$ cat src/rtl/serial_subtractor_ctrl_pkg.sv
// serial_subtractor_ctrl_pkg
// Shared definitions for the bit-serial subtractor controller:
//   state_t   - FSM state encoding (IDLE, SHIFT, DONE)
//   cnt_bits  - width of the bit counter for a given operand width
package serial_subtractor_ctrl_pkg;

    typedef enum logic [1:0] {
        IDLE  = 2'd0,
        SHIFT = 2'd1,
        DONE  = 2'd2
    } state_t;

    // The counter only has to reach width-1, so $clog2(width) bits suffice.
    // Widths below 2 are illegal, but the floor of 1 keeps the counter
    // declaration valid.
    function automatic int cnt_bits(input int width);
        return (width > 2) ? $clog2(width) : 1;
    endfunction

endpackage

$ cat src/rtl/full_subtractor.sv
// full_subtractor
// One-bit full subtractor cell: diff = a - b - bin.
// Ports:
//   a    in  1  minuend bit
//   b    in  1  subtrahend bit
//   bin  in  1  borrow in
//   diff out 1  difference bit
//   bout out 1  borrow out
module full_subtractor (
    input  logic a,
    input  logic b,
    input  logic bin,
    output logic diff,
    output logic bout
);

    assign diff = a ^ b ^ bin;
    // Borrow when b exceeds a, or when they are equal and a borrow comes in.
    assign bout = (~a & b) | (~(a ^ b) & bin);

endmodule

$ cat src/rtl/serial_subtractor_ctrl.sv
// serial_subtractor_ctrl
// Bit-serial WIDTH-bit subtractor. One full_subtractor cell is reused for
// WIDTH cycles, LSB first, with the inter-bit borrow held in a flop.
// Operands arrive and results leave over valid/ready handshakes.
// Ports:
//   clk       in   1      rising-edge clock
//   rst       in   1      synchronous active-high reset
//   in_valid  in   1      operand pair valid
//   in_ready  out  1      operands can be accepted (IDLE only)
//   a         in   WIDTH  minuend
//   b         in   WIDTH  subtrahend
//   bin       in   1      initial borrow-in
//   out_valid out  1      result valid (registered)
//   out_ready in   1      sink accepts result
//   diff      out  WIDTH  a - b - bin mod 2^WIDTH (registered)
//   bout      out  1      final borrow-out (registered)
//   zero      out  1      diff == 0 (registered)
module serial_subtractor_ctrl
    import serial_subtractor_ctrl_pkg::*;
#(
    parameter int WIDTH = 8
) (
    input  logic             clk,
    input  logic             rst,
    input  logic             in_valid,
    output logic             in_ready,
    input  logic [WIDTH-1:0] a,
    input  logic [WIDTH-1:0] b,
    input  logic             bin,
    output logic             out_valid,
    input  logic             out_ready,
    output logic [WIDTH-1:0] diff,
    output logic             bout,
    output logic             zero
);

    localparam int              CW   = cnt_bits(WIDTH);
    localparam logic [CW-1:0]   LAST = CW'(WIDTH - 1);

    state_t           state;
    state_t           next_state;

    logic [WIDTH-1:0] a_sr;
    logic [WIDTH-1:0] b_sr;
    logic [WIDTH-1:0] res_sr;
    logic [WIDTH-1:0] res_next;
    logic             brw;
    logic [CW-1:0]    cnt;

    logic             cell_a;
    logic             cell_b;
    logic             cell_bin;
    logic             cell_diff;
    logic             cell_bout;

    logic             accept;
    logic             last_bit;
    logic             release_result;

    assign cell_a   = a_sr[0];
    assign cell_b   = b_sr[0];
    assign cell_bin = brw;

    full_subtractor u_cell (
        .a    (cell_a),
        .b    (cell_b),
        .bin  (cell_bin),
        .diff (cell_diff),
        .bout (cell_bout)
    );

    // Result register with this cycle's difference bit entering at the MSB;
    // after WIDTH shifts the LSB-first bits line up in natural order.
    assign res_next = {cell_diff, res_sr[WIDTH-1:1]};

    always_ff @(posedge clk) begin
        if (rst) begin
            state <= IDLE;
        end else begin
            state <= next_state;
        end
    end

    always_comb begin
        next_state     = state;
        in_ready       = 1'b0;
        accept         = 1'b0;
        last_bit       = 1'b0;
        release_result = 1'b0;
        case (state)
            IDLE: begin
                in_ready = 1'b1;
                accept   = in_valid;
                if (in_valid) begin
                    next_state = SHIFT;
                end
            end
            SHIFT: begin
                last_bit = (cnt == LAST);
                if (last_bit) begin
                    next_state = DONE;
                end
            end
            DONE: begin
                release_result = out_ready;
                if (out_ready) begin
                    next_state = IDLE;
                end
            end
            default: begin
                next_state = IDLE;
            end
        endcase
    end

    // Datapath: operand shifters, borrow flop, counter and result registers.
    // diff/bout/zero are only written on the final bit, so they stay put
    // through DONE and after the handshake.
    always_ff @(posedge clk) begin
        if (rst) begin
            a_sr      <= '0;
            b_sr      <= '0;
            res_sr    <= '0;
            brw       <= 1'b0;
            cnt       <= '0;
            out_valid <= 1'b0;
            diff      <= '0;
            bout      <= 1'b0;
            zero      <= 1'b0;
        end else begin
            if (accept) begin
                a_sr <= a;
                b_sr <= b;
                brw  <= bin;
                cnt  <= '0;
            end
            if (state == SHIFT) begin
                a_sr   <= {1'b0, a_sr[WIDTH-1:1]};
                b_sr   <= {1'b0, b_sr[WIDTH-1:1]};
                res_sr <= res_next;
                brw    <= cell_bout;
                cnt    <= cnt + CW'(1);
                if (last_bit) begin
                    diff      <= res_next;
                    bout      <= cell_bout;
                    zero      <= (res_next == '0);
                    out_valid <= 1'b1;
                end
            end
            if (release_result) begin
                out_valid <= 1'b0;
            end
        end
    end

endmodule
$ cat config.mk
export PLATFORM = sky130hd
export DESIGN_NAME = serial_subtractor_ctrl
export DESIGN_NICKNAME = d
export VERILOG_FILES = /design/src/rtl/serial_subtractor_ctrl_pkg.sv /design/src/rtl/full_subtractor.sv /design/src/rtl/serial_subtractor_ctrl.sv
export SDC_FILE = /design/constraint.sdc
export NUM_CORES = 1
export LEC_CHECK = 0
export ABC_AREA = 1
export CORE_MARGIN = 3
export CORE_UTILIZATION = 51
export CTS_CLUSTER_DIAMETER = 60
export DETAILED_ROUTE_END_ITERATION = 12
export MAX_ROUTING_LAYER = met4
export PLACE_DENSITY_LB_ADDON = 0.15
export SLEW_MARGIN = 20
export SYNTH_ARGS = -nofsm -noshare
export SYNTH_HDL_FRONTEND = slang
export SYNTH_HIERARCHICAL = 1
export SYNTH_SLANG_ARGS = --single-unit
$ cat constraint.sdc
create_clock -name clk -period 1.7 [get_ports clk]
set_clock_uncertainty 0.15 [all_clocks]
set_input_delay 0.51 -clock clk [delete_from_list [all_inputs] [get_ports clk]]
set_output_delay 0.51 -clock clk [all_outputs]
set_load 0.03 [all_outputs]
==> metrics.log, run 1 <==
[metrics] run status: finished, final reports clean
[metrics] via count of the first global-routing pass: 1387
[metrics] die height: 64.1 um
[metrics] Buf/Inv on CP: 1
[metrics] Bufs on Longest Clock Path: 2
[metrics] global-route wire length before repair: 6.07 mm
[metrics] number of antenna violations at the first check in global routing: 0
[metrics] power density over the cells: 852 nW/um^2
[metrics] number of iterations in the first detailed-routing pass: 4
[metrics] Worst-Margin Slew: 0.263 ns
[metrics] maximum fanout encountered on the critical timing path: 2
[metrics] highest metal layer with signal wires: met4
[metrics] area share of the largest cell type after synthesis: 0.464
[metrics] First DRT Iteration DRCs: 75
[metrics] number of vias in the routed layout: 1555
[metrics] max-cap violations: 0
[metrics] critical path type: flip-flop to primary output
[metrics] clock slew at the register clock pins of the worst setup and hold paths: 0.11 ns
[metrics] horizontal extent of the die: 64.1 um
[metrics] netlist area before placement: 1720 sq um
[metrics] Layout Utilization: 0.693
[metrics] CP arrival: 0.99 ns
[metrics] shortest period the worst path allows: 1.65 ns
[metrics] CTS Sinks: 40
[metrics] net count reported at finish: 298
[metrics] list of cells traversed by the critical path: clkdlybuf4s15_2
[metrics] Min-Delay Startpoint: diff[0]$_SDFFE_PP0P_
[metrics] endpoints failing hold: 0
[metrics] startpoint of the worst register-to-register path: b_sr[0]$_SDFFE_PP0P_
[metrics] hold-fix buffer count after cts: 0
[metrics] routed length on met2: 1.47 mm
[metrics] reg-to-reg setup timing slack: 0.11 ns
[metrics] H-tree Lvls: 2
[metrics] pin count of the biggest net entering global routing: 34
[metrics] count of port buffers added during placement: 32
[metrics] HPWL after detailed placement: 2.33 mm
[metrics] n_diodes: 0
[metrics] Max Slew Vio Count: 0
[metrics] maximum frequency from static timing analysis: 0.607 GHz
[metrics] routability congestion estimate: 0.765
[metrics] worst min-delay path class: flip-flop to flip-flop
[metrics] kind of end point of the critical path: primary output
[metrics] per-cell via count in the routed design: 4.89
[metrics] highest-count cells in the layout ignoring fill and taps: nand2_1 (70), nor2_1 (46), dfxtp_1 (39), clkdlybuf4s50_1 (20), a21oi_1 (18)
[metrics] Worst VDD drop: 0.623 mV
[metrics] Syn-to-layout area delta: 25.7%
[metrics] total of endpoints with negative setup slack in the final report: 0
[metrics] area occupied by multi-input gates: 796 sq um
[metrics] gr ovfl total: 0
[metrics] Yosys reg bits: 40
[metrics] met3 wirelength from detailed routing: 186 um
[metrics] number of instances on the worst hold path: 2
[metrics] static leakage: 0.000930 uW
[metrics] largest delay contributor family on the critical path: flip-flops
[metrics] slowest CP cell: dfxtp_1
[metrics] number of nets in the synthesized netlist: 263
[metrics] area of the placeable core: 3130 sq um
[metrics] DRC: 0
[metrics] flip-flop and latch area: 805 sq um
[metrics] critical path startpoint category: flip-flop
[metrics] unrepaired setup endpoints after global routing: no
[metrics] area of the die: 4110 sq um
[metrics] Cell variety after synth: 20
[metrics] overall power consumption: 1850 uW
[metrics] final critical-path share of the clock period: 0.970
[metrics] warning count from the yosys run: 6
[metrics] required time of the critical path: 1.04 ns
[metrics] M1 wire length: 1.78 mm
[metrics] detail-routed net length per standard cell: 11.0 um
[metrics] overall routed net length: 3.49 mm
[metrics] number of nets with antenna violations after detailed routing: 0
[metrics] Mapped Cells: 239
[metrics] io pins: 33
[metrics] main area contributors after synthesis: dfxtp_1 (46%), nand2_1 (15%), nor2_1 (10%)
[metrics] fill cell total of the finished layout: 265
[metrics] share of final-layout standard cells stronger than drive strength 1: 0.128
[metrics] TritonCTS clock tree: done
[metrics] CTS Root Buffer Type: clkbuf_4
[metrics] highest cell delay on the worst timing path: 0.35 ns
[metrics] clock latency at the later pin of the worst-skew pair: 0.34 ns
[metrics] effective utilization at floorplan: 0.551
[metrics] end of the worst hold path: diff[0]$_SDFFE_PP0P_
[metrics] GRT Total Usage: 0.193
[metrics] placement row count: 20
[metrics] mean instance size in the synthesized netlist: 7.21 sq um
[metrics] most area-hungry cell type in the Yosys netlist: dfxtp_1
[metrics] number of buffers created by CTS: 5
[metrics] Max-Slew Margin vs Limit: 0.824
[metrics] depth of the worst register-to-register path: 7
[metrics] commonest non-fill, non-tap cell in the layout: nand2_1
[metrics] sequential share of the synthesized area: 0.464
[metrics] endpoint of the most critical register-to-register path: zero$_SDFFE_PP0P_
-- worst register-to-register path: cells and delay by family, from the launching register on --
| kind | cells | cell delay, ns |
|---|---|---|
| AND/OR/NAND/NOR | 4 | 0.38 |
| flip-flops | 1 | 0.34 |
| buffers and inverters | 1 | 0.05 |
| AO/OA/AOI/OAI | 1 | 0.11 |
| adder cells (fa/ha/maj) | 1 | 0.51 |
-- state kept, by name, indices dropped and copies added (netlist names) --
signal / flops
a_sr: 8
brw: 1
b_sr: 8
zero: 1
cnt: 3
res_sr: 7
diff: 8
out_valid: 1
bout: 1
state: 2
-- synthesized netlist by cell type (all sizes together) --
master,n
nor2,48
inv,12
dfxtp,40
a211oi,1
o21ai,24
clkbuf,3
nand3,9
ha,2
fa,1
o21a,1
nand2,71
a21oi,18
buf,9
-- layer usage --
metal  global-route usage  vias to the layer above
li1                     -                      828
met1                0.255                      681
met2                0.281                       40
met3               0.0439                        6
met4               0.0871                        0
met5                    -                        -
-- how the worst max path moves through the flow --
stage	start	to	slack (ns)	cells after the start
5_1_grt	out_valid$_SDFFE_PP0P_	out_valid	0.002	1
6_report	out_valid$_SDFFE_PP0P_	out_valid	0.05	1
4_1_cts	state[0]$_SDFFE_PP0P_	in_ready	0.02	2
2_1_floorplan	cnt[0]$_SDFFE_PP0P_	bout$_SDFFE_PP0P_	0.20	7
3_3_place_gp	in_valid	cnt[2]$_SDFFE_PP0P_	-0.06	5
3_5_place_dp	in_valid	cnt[1]$_SDFFE_PP0P_	-0.08	5
-- layout make-up --
class / count / area share
multi-input combinational: 175 / 0.367
tap: 44 / 0.0254
clock buffer: 7 / 0.0300
inverter: 12 / 0.0231
sequential: 40 / 0.371
timing repair buffer: 40 / 0.183
-- per-stage QoR --
step | setup TNS, ns | instances | hold slack (ns) | area (sq um) | setup slack, ns
after detailed placement | -0.904 | 311 | 0.299 | 2070 | -0.0782
after global placement | -0.729 | 311 | 0.296 | 2070 | -0.0617
after global routing | 0 | 318 | 0.349 | 2170 | 0.00232
final | 0 | 318 | 0.318 | 2170 | 0.0516
after floorplan | 0 | 239 | 0.279 | 1720 | 0.200
after CTS | 0 | 318 | 0.313 | 2160 | 0.0218
-- timing repair --
| item | 4_1_cts | 5_1_grt |
|---|---|---|
| gates resized for setup | 27 | 3 |
| endpoints found under the setup margin | 9 | 2 |
| hold endpoints to repair | 0 | 0 |
| setup buffers | 0 | 0 |
-- logic make-up after synthesis --
kind of cell             count (synthesis)  share of synthesized area
AO/OA/AOI/OAI                           44                      0.140
adder cells (fa/ha/maj)                  3                     0.0261
buffers and inverters                   24                     0.0784
flip-flops                              40                      0.464
AND/OR/NAND/NOR                        128                      0.291
-- report_power, final --
group	internal [uW]	switching [uW]
logic	132	163
clock network	235	283
registers	993	39.6
Note: power is estimated with default switching activity, not from simulation.
==> inputs of run 2 (changes only) <==
--- a/config.mk
+++ b/config.mk
@@ -12,6 +12,7 @@
 export DETAILED_ROUTE_END_ITERATION = 12
 export MAX_ROUTING_LAYER = met4
 export PLACE_DENSITY_LB_ADDON = 0.15
+export RECOVER_POWER = 100
 export SLEW_MARGIN = 20
 export SYNTH_ARGS = -nofsm -noshare
 export SYNTH_HDL_FRONTEND = slang
==> run 2 against run 1 <==
Compared with the run above: non-clock buffer count unchanged; sequential power barely moved; flip-flop and latch count unchanged; die area is the same; critical path type unchanged; critical endpoint is now diff[2].
==> metrics.log, run 2 (synthesis results as in run 1) <==
[metrics] area of the die: 4110 sq um
[metrics] switching power: 484 uW
[metrics] highest cell delay on the worst timing path: 0.35 ns
[metrics] TritonCTS clock tree: done
[metrics] net count reported at finish: 298
[metrics] max-cap violations: 0
[metrics] clock slew at the register clock pins of the worst setup and hold paths: 0.11 ns
[metrics] startpoint of the worst register-to-register path: b_sr[0]$_SDFFE_PP0P_
[metrics] fill cell total of the finished layout: 277
[metrics] fraction of power consumed by the clock network: 0.282
[metrics] static leakage: 0.000914 uW
[metrics] Bufs on Longest Clock Path: 2
[metrics] list of cells traversed by the critical path: clkbuf_1
[metrics] pin count of the biggest net entering global routing: 34
[metrics] global-route wire length before repair: 6.07 mm
[metrics] Gate power share: 0.157
[metrics] CTS Root Buffer Type: clkbuf_4
[metrics] non-filler instance count after layout: 318
[metrics] required time of the critical path: 1.04 ns
[metrics] hold-fix buffer count after cts: 0
[metrics] area of the placeable core: 3130 sq um
[metrics] Worst VDD drop: 0.622 mV
[metrics] number of antenna violations at the first check in global routing: 0
[metrics] number of iterations in the first detailed-routing pass: 4
[metrics] endpoint of the most critical register-to-register path: zero$_SDFFE_PP0P_
[metrics] GRT Total Usage: 0.193
[metrics] CP arrival: 1.00 ns
[metrics] critical path launch point: diff[2]$_SDFFE_PP0P_
[metrics] number of nets with antenna violations after detailed routing: 0
[metrics] CTS Sinks: 40
[metrics] final critical-path share of the clock period: 0.975
[metrics] gr ovfl total: 0
[metrics] maximum fanout encountered on the critical timing path: 2
[metrics] DRC: 0
[metrics] number of vias in the routed layout: 1566
[metrics] cell total after placement: 311
[metrics] logic depth of the worst setup path including buffers: 1
[metrics] total of endpoints with negative setup slack in the final report: 0
[metrics] via count of the first global-routing pass: 1387
[metrics] Buf/Inv on CP: 1
[metrics] First DRT Iteration DRCs: 79
[metrics] Max Slew Vio Count: 0
[metrics] placement row count: 20
[metrics] routability congestion estimate: 0.765
[metrics] Switching Share: 0.263
[metrics] largest delay contributor family on the critical path: flip-flops
[metrics] clock latency at the later pin of the worst-skew pair: 0.34 ns
[metrics] slowest CP cell: dfxtp_1
[metrics] overall routed net length: 3.48 mm
[metrics] share of final-layout standard cells stronger than drive strength 1: 0.117
[metrics] worst min-delay path class: flip-flop to flip-flop
[metrics] io pins: 33
[metrics] power density over the cells: 866 nW/um^2
[metrics] H-tree Lvls: 2
[metrics] shortest period the worst path allows: 1.66 ns
[metrics] run status: finished, final reports clean
[metrics] critical path capture point: diff[2]
[metrics] detail-routed net length per standard cell: 10.9 um
[metrics] Syn-to-layout area delta: 23.1%
[metrics] maximum frequency from static timing analysis: 0.603 GHz
[metrics] instance area at placement: 2070 sq um
[metrics] horizontal extent of the die: 64.1 um
[metrics] Max-Slew Margin vs Limit: 0.758
[metrics] sequential power share: 0.562
[metrics] kind of end point of the critical path: primary output
[metrics] die height: 64.1 um
[metrics] number of buffers created by CTS: 5
[metrics] reg-to-reg setup timing slack: 0.11 ns
[metrics] unrepaired setup endpoints after global routing: no
[metrics] endpoints failing hold: 0
[metrics] registers with the highest flip-flop counts: a_sr: 8 flops, b_sr: 8 flops, diff: 8 flops
[metrics] Setup Buffers After CTS: 0
[metrics] critical path type: flip-flop to primary output
[metrics] effective utilization at floorplan: 0.551
[metrics] n_diodes: 0
[metrics] critical path startpoint category: flip-flop
[metrics] Worst-Margin Slew: 0.364 ns
[metrics] highest-count cells in the layout ignoring fill and taps: nand2_1 (70), nor2_1 (46), dfxtp_1 (39), clkdlybuf4s50_1 (20), a21oi_1 (18)
[metrics] depth of the worst register-to-register path: 7
[metrics] per-cell via count in the routed design: 4.92
[metrics] HPWL after detailed placement: 2.33 mm
[metrics] area of all placed cells without fillers: 2120 sq um
[metrics] Internal: 1350 uW
[metrics] commonest non-fill, non-tap cell in the layout: nand2_1
[metrics] count of port buffers added during placement: 32
run 2: through the flow:
step	hold WS [ns]	util	setup slack (ns)	total power [uW]	TNS, ns
2_1_floorplan	0.279	-	0.200	1250	0
3_3_place_gp	0.296	0.663	-0.0617	1340	-0.729
3_5_place_dp	0.299	0.663	-0.0782	1340	-0.904
4_1_cts	0.313	0.689	0.0218	1860	0
5_1_grt	0.349	0.679	0.00232	1940	0
6_report	0.317	0.679	0.0425	1840	0
run 2: how the worst min path moves through the flow:
stage | from | to | cells past startpoint
CTS | cnt[0]$_SDFFE_PP0P_ | cnt[0]$_SDFFE_PP0P_ | 1
finish | diff[0]$_SDFFE_PP0P_ | diff[0]$_SDFFE_PP0P_ | 2
detailed placement | cnt[0]$_SDFFE_PP0P_ | cnt[0]$_SDFFE_PP0P_ | 1
global placement | cnt[0]$_SDFFE_PP0P_ | cnt[0]$_SDFFE_PP0P_ | 1
global route | diff[6]$_SDFFE_PP0P_ | diff[6]$_SDFFE_PP0P_ | 2
floorplan | cnt[0]$_SDFFE_PP0P_ | cnt[0]$_SDFFE_PP0P_ | 1
run 2: metal layers:
| metal | vias up | global-route usage | wire (um) | part of all wire |
|---|---|---|---|---|
| met1 | 689 | 0.255 | 1730 | 0.50 |
| met2 | 38 | 0.281 | 1480 | 0.43 |
| met3 | 9 | 0.0439 | 193 | 0.056 |
| met4 | 0 | 0.0871 | 76 | 0.022 |
| li1 | 830 | - | - | - |
| met5 | - | - | 0 | 0 |
run 2: timing repair:
item                                    4_1_cts  5_1_grt
resized for setup                            27        3
endpoints found under the hold margin         0        0
endpoints found under the setup margin        9        2
run 2: layout make-up:
class,count,area [sq um],share of cell area
Sequential cell,40,805,0.379
Timing Repair Buffer,40,353,0.166
Clock buffer,7,65.1,0.0306
Inverter,12,50.0,0.0236
Tap cell,44,55.1,0.0259
Multi-Input combinational cell,175,796,0.375
run 2: power groups by stage:
| stage | Clock (uW) | Sequential [uW] | Combinational [uW] |
|---|---|---|---|
| final | 518 | 1030 | 288 |
| after global routing | 566 | 1040 | 332 |
| after CTS | 532 | 1030 | 292 |
| after detailed placement | 0 | 1050 | 289 |
| after global placement | 0 | 1050 | 284 |
| after floorplan | 0 | 1040 | 204 |
==> inputs of run 3 (changes only) <==
--- a/config.mk
+++ b/config.mk
@@ -6,6 +6,7 @@
 export NUM_CORES = 1
 export LEC_CHECK = 0
 export ABC_AREA = 1
+export CORE_ASPECT_RATIO = 2
 export CORE_MARGIN = 3
 export CORE_UTILIZATION = 51
 export CTS_CLUSTER_DIAMETER = 60
==> run 3 against run 2 <==
Compared with the run above: non-clock buffer count grew 2; critical path depth is the same; highest routed layer unchanged; die area grew 1.0%; global-route usage grew 3.0 points; critical path type unchanged; sequential share of layout area shrank 0.36 points; combinational power grew 5%; wire length grew 4.7%.
==> metrics.log, run 3 (synthesis results as in run 1) <==
[metrics] global-route wire length before repair: 6.45 mm
[metrics] detail-routed net length per standard cell: 11.8 um
[metrics] hold-fix buffer count after cts: 0
[metrics] endpoints failing hold: 0
[metrics] Setup WS post-layout: 0.0527 ns
[metrics] Worst VDD drop: 0.649 mV
[metrics] critical path startpoint category: flip-flop
[metrics] per-cell via count in the routed design: 5.07
[metrics] endpoint of the most critical register-to-register path: zero$_SDFFE_PP0P_
[metrics] final critical-path share of the clock period: 0.969
[metrics] number of vias in the routed layout: 1562
[metrics] H-tree Lvls: 2
[metrics] GRT Total Usage: 0.223
[metrics] die height: 88.2 um
[metrics] Bufs on Longest Clock Path: 2
[metrics] effective utilization at floorplan: 0.540
[metrics] number of buffers created by CTS: 5
[metrics] power density over the cells: 988 nW/um^2
[metrics] count of port buffers added during placement: 32
[metrics] worst min-delay path class: flip-flop to flip-flop
[metrics] Syn-to-layout area delta: 23.9%
[metrics] reg-to-reg setup timing slack: 0.11 ns
[metrics] pin count of the biggest net entering global routing: 34
[metrics] run status: finished, final reports clean
[metrics] worst hold margin: 0.314 ns
[metrics] critical path launch point: diff[6]$_SDFFE_PP0P_
[metrics] CP arrival: 0.99 ns
[metrics] n_diodes: 0
[metrics] clock slew at the register clock pins of the worst setup and hold paths: 0.08 ns
[metrics] area of the placeable core: 3190 sq um
[metrics] depth of the worst register-to-register path: 7
[metrics] via count of the first global-routing pass: 1478
[metrics] highest-count cells in the layout ignoring fill and taps: nand2_1 (71), nor2_1 (46), dfxtp_1 (39), clkdlybuf4s50_1 (19), a21oi_1 (18)
[metrics] Max Slew Vio Count: 0
[metrics] largest delay contributor family on the critical path: buffers and inverters
[metrics] critical path capture point: diff[6]
[metrics] slowest CP cell: clkdlybuf4s15_1
[metrics] total of endpoints with negative setup slack in the final report: 0
[metrics] clock latency at the later pin of the worst-skew pair: 0.29 ns
[metrics] CTS Sinks: 40
[metrics] shortest period the worst path allows: 1.65 ns
[metrics] horizontal extent of the die: 47.1 um
[metrics] required time of the critical path: 1.04 ns
[metrics] overall power consumption: 2110 uW
[metrics] number of iterations in the first detailed-routing pass: 4
[metrics] startpoint of the worst register-to-register path: brw$_SDFFE_PP0P_
[metrics] placement row count: 29
[metrics] First DRT Iteration DRCs: 24
[metrics] net count reported at finish: 300
[metrics] maximum fanout encountered on the critical timing path: 2
[metrics] TritonCTS clock tree: done
[metrics] CTS Root Buffer Type: clkbuf_8
[metrics] non-filler instance count after layout: 308
[metrics] logic depth of the worst setup path including buffers: 1
[metrics] HPWL after detailed placement: 2.61 mm
[metrics] number of nets with antenna violations after detailed routing: 0
[metrics] fill cell total of the finished layout: 313
[metrics] cell total after placement: 299
[metrics] number of antenna violations at the first check in global routing: 0
[metrics] area of the die: 4160 sq um
[metrics] pre-CTS WS: -0.0994 ns
[metrics] kind of end point of the critical path: primary output
[metrics] Max-Slew Margin vs Limit: 0.757
[metrics] share of final-layout standard cells stronger than drive strength 1: 0.116
[metrics] list of cells traversed by the critical path: clkdlybuf4s15_1
[metrics] static leakage: 0.000947 uW
[metrics] Worst-Margin Slew: 0.366 ns
[metrics] Buf/Inv on CP: 1
[metrics] overall routed net length: 3.64 mm
[metrics] DRC: 0
[metrics] routability congestion estimate: 0.771
[metrics] maximum frequency from static timing analysis: 0.607 GHz
[metrics] critical path type: flip-flop to primary output
[metrics] highest cell delay on the worst timing path: 0.36 ns
[metrics] io pins: 33
[metrics] commonest non-fill, non-tap cell in the layout: nand2_1
[metrics] max-cap violations: 0
[metrics] gr ovfl total: 0
[metrics] registers with the highest flip-flop counts: a_sr: 8 flops, b_sr: 8 flops, diff: 8 flops
run 3: cell types whose count changed in the layout (fill, tap and decap cells not counted), moves of 2 or more:
cell             change
buf_4                +3
clkbuf_2             +2
clkbuf_4             -4
clkbuf_8             +3
clkdlybuf4s15_1      +2
clkdlybuf4s15_2      -6
run 3: what timing repair did:
action,4_1_cts,5_1_grt
hold endpoints to repair,0,0
endpoints found under the setup margin,6,7
gates resized for setup,6,9
setup buffers,0,1
pin swaps,0,2
run 3: layer usage:
layer / global-route usage / vias to the layer above / part of all wire
met2: 0.382 / 24 / 0.56
li1: - / 827 / -
met1: 0.223 / 703 / 0.39
met3: 0.0509 / 8 / 0.030
met4: 0.111 / 0 / 0.025
met5: - / - / 0
run 3: final cells by class:
type,count,area [sq um],share of cell area
clock buffer,5,68.8,0.0322
clock inverter,3,42.5,0.0199
inverter,12,47.5,0.0222
multi-input combinational,175,783,0.367
sequential,40,802,0.375
tap,31,38.8,0.0181
timing repair buffer,42,354,0.166
run 3: how the worst min path moves through the flow:
| stage | slack, ns | cells after the start | end | startpoint |
|---|---|---|---|---|
| 2_1_floorplan | 0.28 | 1 | cnt[0]$_SDFFE_PP0P_ | cnt[0]$_SDFFE_PP0P_ |
| 3_3_place_gp | 0.29 | 1 | cnt[0]$_SDFFE_PP0P_ | cnt[0]$_SDFFE_PP0P_ |
| 3_5_place_dp | 0.30 | 1 | cnt[0]$_SDFFE_PP0P_ | cnt[0]$_SDFFE_PP0P_ |
| 4_1_cts | 0.31 | 1 | cnt[0]$_SDFFE_PP0P_ | cnt[0]$_SDFFE_PP0P_ |
| 5_1_grt | 0.34 | 2 | diff[2]$_SDFFE_PP0P_ | diff[2]$_SDFFE_PP0P_ |
| 6_report | 0.31 | 2 | diff[6]$_SDFFE_PP0P_ | diff[6]$_SDFFE_PP0P_ |
run 3: power breakdown:
group,internal [uW],switching [uW]
clock,434,345
combinational,139,164
sequential,993,37.2
total,1570,546
run 3: metrics by stage:
stage	utilization	instance area [sq um]	TNS [ns]
detailed placement	0.645	2060	-0.946
floorplan	-	1720	0
CTS	0.678	2160	0
finish	0.669	2140	0
global route	0.669	2140	-0.0138
global placement	0.645	2060	-0.563
